### config.mk
export PLATFORM = sky130hd
export DESIGN_NAME = input_conditioner
export DESIGN_NICKNAME = d
export VERILOG_FILES = /design/src/rtl/input_conditioner.sv
export SDC_FILE = /design/constraint.sdc
export NUM_CORES = 1
export LEC_CHECK = 0
export ABC_AREA = 1
export CORE_AREA = 3 3 40 42
export CTS_BUF_LIST = sky130_fd_sc_hd__clkbuf_4 sky130_fd_sc_hd__clkbuf_8 sky130_fd_sc_hd__clkbuf_16
export CTS_CLUSTER_SIZE = 28
export DETAILED_ROUTE_END_ITERATION = 10
export DIE_AREA = 0 0 43 45
export PLACE_DENSITY_LB_ADDON = 0.25
export SLEW_MARGIN = 20
export SYNTH_ARGS = -nofsm -noshare
export SYNTH_HDL_FRONTEND = slang
export SYNTH_SLANG_ARGS = --single-unit
### constraint.sdc
create_clock -name clk -period 1.2 [get_ports clk]
set_input_delay 0.3 -clock clk [delete_from_list [all_inputs] [get_ports clk]]
set_output_delay 0.3 -clock clk [all_outputs]
set_load 0.05 [all_outputs]
### src/rtl/input_conditioner.sv
// input_conditioner: conditions one asynchronous, noisy single-bit input for use in the clk domain.
//   Stage 1: two-flop synchronizer (sync0 -> sync1).
//   Stage 2: counter-based debouncer. conditioned follows sync1 only after sync1 has differed
//            from it on waittime+1 consecutive clocks.
//   Stage 3: single-cycle edge pulses, registered alongside conditioned.
// Ports:
//   clk          in   system clock, rising edge
//   reset        in   asynchronous, active-high reset; clears all state
//   noisysignal  in   raw asynchronous input
//   conditioned  out  synchronized, debounced noisysignal
//   positiveedge out  one-clock pulse in the cycle conditioned goes 0->1
//   negativeedge out  one-clock pulse in the cycle conditioned goes 1->0
// Latency: a level sampled into sync0 at edge k appears on conditioned at edge k+waittime+2.
// waittime must be in 1..2^counterwidth-1.
module input_conditioner #(
  parameter int unsigned counterwidth = 3,
  parameter int unsigned waittime     = 3
) (
  input  logic clk,
  input  logic reset,
  input  logic noisysignal,
  output logic conditioned,
  output logic positiveedge,
  output logic negativeedge
);

  localparam logic [counterwidth-1:0] waitcount = counterwidth'(waittime);

  logic                    sync0;
  logic                    sync1;
  logic [counterwidth-1:0] counter;

  // sync0 is the only flop that sees the asynchronous input; it may go metastable
  // and is given a full cycle to resolve before sync1 samples it.
  always_ff @(posedge clk or posedge reset) begin
    if (reset) begin
      sync0 <= 1'b0;
      sync1 <= 1'b0;
    end else begin
      sync0 <= noisysignal;
      sync1 <= sync0;
    end
  end

  // Any cycle where sync1 agrees with conditioned clears the count, so a glitch or bounce
  // restarts the wait. The counter stops at waitcount and never wraps.
  always_ff @(posedge clk or posedge reset) begin
    if (reset) begin
      counter      <= '0;
      conditioned  <= 1'b0;
      positiveedge <= 1'b0;
      negativeedge <= 1'b0;
    end else if (sync1 == conditioned) begin
      counter      <= '0;
      positiveedge <= 1'b0;
      negativeedge <= 1'b0;
    end else if (counter == waitcount) begin
      conditioned  <= sync1;
      counter      <= '0;
      positiveedge <= sync1;
      negativeedge <= ~sync1;
    end else begin
      counter      <= counter + 1'b1;
      positiveedge <= 1'b0;
      negativeedge <= 1'b0;
    end
  end

endmodule

==> results by group <==
Floorplanning
  – Die Ht: 45 microns
  – DIE AREA: 1935 sq um
  – Initial Util: 23.08%
  – Row count: 13
  – CORE AREA: 1285 sq um
  – I/O pins: 6
  – Horiz. Die Dim: 43 microns

Detailed routing
  – Final wirelength: 469 microns
  – DRT iter0 DRCs: 5
  – Antenna viol nets, final: 0
  – DRC: 0
  – Vias: 208
  – WL/cell: 8.849 microns
  – DR vias/cell: 3.925
  – DRT Pass-1 Iters: 3

Clock network
  – Skew-Pair Late Insertion Delay: 0.25 ns
  – Hold buffers post-CTS: 0
  – Post-CTS sizing: 0
  – Post-CTS Repair Setup Buffers: 0
  – H-tree depth: 1
  – Clock transition at path regs: 0.06 ns
  – Clock buffer depth: 2
  – Clock Sinks: 8
  – Num CTS Buffers: 3
  – CTS tree: yes
  – CTS Root Cell: clkbuf_4

GRT
  – Gr usage total: 6.471%
  – Largest net degree at the start of global routing: 9
  – Initial antenna violation count: 0
  – First-pass GRT wire length: 855 microns
  – Congestion Overflow GR: 0
  – Vias in the first global route: 207

Placed design
  – IO Port Bufs: 5
  – RD Place Congestion: 0.6974
  – DP HPWL: 389.5 microns
  – Dpl cell area: 395.4 sq um

Yosys
  – Mapped Area: 296.5 sq um
  – Mapped Nets: 34
  – Syn Inst Count: 30
  – Mux cell area share after synthesis: 0%
  – Yosys cell types: 8
  – Syn_area_per_cell: 9.884 sq um
  – Yosys warning count: 0
  – Synth Register Bits: 8
  – Adder-Cell Fraction of Synth Area: 4.219%
  – Synth Area in Compound Gates: 0%
  – Largest family of logic cells by synthesized area: simple AND/OR/NAND/NOR gates
  – Post-synthesis xor/xnor area fraction: 0%
  – Simple-Gate Fraction of Synth Area: 20.68%
  – Register area share after synthesis: 67.51%

Critical path
  – Worst R2R Start: counter[0]
  – CP Class: register to primary output
  – CP max FO: 4
  – Buf/Inv on CP: 1
  – Worst setup path start: conditioned
  – CP max stage cell: dfrtp_1
  – Worst stage delay on the critical path: 0.43 ns
  – Crit path arrival time: 0.85 ns
  – Critical Path Source Type: register
  – Crit path max-delay family: flip-flops
  – CP endpoint kind: primary output
  – Crit path cell chain: buf_12
  – Required time worst endpoint: 0.90 ns

STA
  – Worst Tran Pin Value: 0.3080 ns
  – RSZ-0062 raised after global routing: no
  – Final min period: 1.145 ns
  – Slew headroom: 79.44%
  – Final-report hold violation count: 0
  – Setup violations, final: 0
  – Max Freq: 873.1 MHz
  – Final TNS setup: 0 ns
  – Final hold slack: 0.2943 ns
  – Clk_skew: 0.0003783 ns
  – Slew Viols, Final: 0
  – Tcrit/Tclk final: 95.44%

Power
  – Pleak: 0.2120 nW
  – Power density cells: 2042 nW/um^2
  – VDD IR-drop max: 0.5695 mV

Hold path
  – Hold crit path type: primary input to async pin

Cells and area
  – Fillcell total: 135
  – Net count, final: 44
  – Footprint of the multi-input gates: 73.82 sq um
  – Reg area: 200.2 sq um
  – Ant. Diodes: 0
  – Fin area: 417.9 sq um
  – Layout cell share with drive strength beyond 1: 18.42%
  – Synth-to-Final Area Change: 40.93%

Run status
  – Outcome: finished, final reports clean

Job
  – Max-cap violations: 0
-- layout by cell type, fill, tap and decap left out, types with 2 or more instances in the layout --
cell and n:
clkdlybuf4s50_1 2, nand2_1 8, dfrtp_1 8, buf_12 3, inv_1 6, nor2_1 4
clkbuf_4 3
-- logic make-up (layout without fill, tap and decap cells) --
| kind of cell | after synthesis | after routing |
|---|---|---|
| DFF | 8 | 8 |
| adders and majority gates | 1 | 1 |
| and+or+nand+nor | 15 | 15 |
| buffers and inverters | 6 | 14 |
-- registers in the layout, summed over array words and instances (netlist names) --
name          flops
counter           3
sync1             1
conditioned       1
negativeedge      1
positiveedge      1
sync0             1
-- metrics by stage --
step | setup WS [ns] | cells | total power [mW] | util (%)
floorplan | 0.1748 | 30 | 0.5310 | -
global placement | 0.2598 | 50 | 0.6407 | 30.77
detailed placement | 0.2059 | 50 | 0.6601 | 30.77
CTS | 0.05049 | 53 | 0.8651 | 32.52
global route | 0.02080 | 53 | 0.9119 | 32.52
finish | 0.05471 | 53 | 0.8533 | 32.52
-- synth_stat cells --
master,n,area share (%)
ha_1,1,4.2
inv_1,6,7.6
nand2_2,1,2.1
nand2_1,8,10
nor2_1,4,5.1
nand3_1,1,1.7
nor3_1,1,1.7
dfrtp_1,8,68
-- cell type report --
class                           count  share of cell area (%)
Clock buffer                        3                   5.389
Inverter                            6                   5.389
Multi-Input combinational cell     16                   17.66
Sequential cell                     8                   47.90
Tap cell                           15                   4.491
Timing Repair Buffer                5                   19.16
-- final timing paths --
check,endpoint,slack (ns),depth (start not counted)
worst max-delay path,conditioned,0.05,1
worst min-delay path,counter[1],0.29,2
worst max register to register,counter[0],0.21,4
worst min register to register,sync1,0.36,0
max in group asynchronous,positiveedge,0.68,2
min in group clk,sync1,0.36,0
-- power breakdown --
group	switching (mW)	total (mW)	internal, mW
logic	0.163	0.290	0.127
clock network	0.0906	0.205	0.114
registers	0.0381	0.358	0.320
-- metal layers --
| metal | up-vias | GRT usage, % | share of wire [%] |
|---|---|---|---|
| met5 | - | 0 | 0 |
| met1 | 97 | 5.941 | 36 |
| met4 | 0 | 5.422 | 0.85 |
| li1 | 104 | - | - |
| met2 | 5 | 10.48 | 56 |
| met3 | 2 | 3.586 | 6.6 |
Note: power is estimated with default switching activity, not from simulation.
==> RTL edit: new RTL, same flow settings <==
The parameter `counterwidth` goes from 3 to 2.
--- a/src/rtl/input_conditioner.sv
+++ b/src/rtl/input_conditioner.sv
@@ -13,7 +13,7 @@
 // Latency: a level sampled into sync0 at edge k appears on conditioned at edge k+waittime+2.
 // waittime must be in 1..2^counterwidth-1.
 module input_conditioner #(
-  parameter int unsigned counterwidth = 3,
+  parameter int unsigned counterwidth = 2,
   parameter int unsigned waittime     = 3
 ) (
   input  logic clk,
Formal check against the unedited RTL: no difference found for any inputs over 10 cycles, from zero or initial values and one cycle with reset high; that may be too few to reach the edited logic, so the function may still have changed.
==> RTL edit against the original RTL <==
Sequential cell count fell by 1; design area fell by 9.3%; routed wire length fell by 25%; worst setup slack improved by 0.011 ns; total power fell by 5.3%; count of clock-buffer cells in the layout rose by 1; sequential share of layout area fell by 1.7 points; area after synthesis fell by 16%; highest routed layer unchanged.
==> RTL edit: results <==
group,metric,value,unit
cells_and_area,multiInputGateArea,52.6,sq um
worst_setup_path,crit_start,"conditioned$_DFFE_PP0P_",
route,first_pass_iters,2,
cells_and_area,num-clock-buffers,4,
placement,dp_hpwl,278,um
route,routed_wl,353,um
cells_and_area,largest_register_ffs,2,
logic_synthesis,yosys-top-cells-count,"dfrtp_1, inv_1, nand2_1",
power,switching_share,31.9,%
route,num_vias,166,
cells_and_area,buf_share,21.1,%
sta,relSlewSlack,83.2,%
global_route,grt_max_degree,8,
worst_setup_path,ff2ff_setup_slack,0.26,ns
logic_synthesis,async_flop_share,100,%
logic_synthesis,syn_nets,27,
worst_setup_path,crit_end,"conditioned",
cells_and_area,stdcell_count,47,
placement,place_ws,0.252,ns
cells_and_area,drive_above_1_share,25.0,%
cells_and_area,inv_count,6,
global_route,grt_first_pass_wirelength,696,um
placement,gp_congestion,0.660,
clocking,cts_max_path_buffers,2,
sta,fin_skew,0.00724,ns
worst_setup_path,cp.arrival,0.83,ns
cells_and_area,diodes,0,
power,pg_clk,0.000232,W
placement,io_buffers,5,
clocking,cts.sinks,7,
clocking,cts_root_buf,"clkbuf_4",
sta,whs,0.276,ns
cells_and_area,multi_input_gates,10,
global_route,grtUsageTotal,5.79,%
logic_synthesis,synth_cell_types,8,
logic_synthesis,synth_adder_area_share,5.00,%
worst_setup_path,path_delay_family,"flip-flops",
power,pwr-share-comb,31.6,%
power,vdd_drop_max,0.988,mV
logic_synthesis,yosysSeqAreaShare,70.0,%
worst_setup_path,slowest_delay,0.42,ns
cells_and_area,clock_area_share,7.92,%
sta,fmax,882,MHz
logic_synthesis,synth_compound_gate_area_share,6.00,%
cells_and_area,register_area,175,sq um
global_route,grt_pass1_vias,179,
status,status,"finished, final reports clean",
cells_and_area,fillers,131,
route,drt-initial-drc-count,1,
logic_synthesis,synth_area_leaders,"dfrtp_1, inv_1, ha_1",
placement,dpl.cell_count,43,
power,p_leak,0.190,nW
worst_setup_path,cp_max_fo,3,
logic_synthesis,syn_avg_cell_area,10.9,sq um
cells_and_area,layout.nets,37,
[RTL edit: per-stage QoR]
step	cell area (sq um)	util, %	total power [W]
after floorplan	250	-	0.000465
after global placement	349	27.2	0.000579
after detailed placement	349	27.2	0.000586
after CTS	379	29.5	0.000823
after global routing	379	29.5	0.000871
final	379	29.5	0.000808
[RTL edit: per-layer routing]
metal / vias to the layer above / global-route usage [%] / wire length, um
li1: 84 / - / -
met1: 70 / 4.69 / 127
met2: 8 / 7.49 / 156
met3: 4 / 5.18 / 51
met4: 0 / 7.23 / 19
met5: - / 0 / 0
[RTL edit: worst min-delay path by stage]
stage          cells after the start       startpoint                 endpoint
6_report                           2            reset  conditioned$_DFFE_PP0P_
2_1_floorplan                      1            reset  conditioned$_DFFE_PP0P_
5_1_grt                            2            reset  conditioned$_DFFE_PP0P_
3_3_place_gp                       0  sync0$_DFF_PP0_          sync1$_DFF_PP0_
3_5_place_dp                       0  sync0$_DFF_PP0_          sync1$_DFF_PP0_
4_1_cts                            2            reset  conditioned$_DFFE_PP0P_
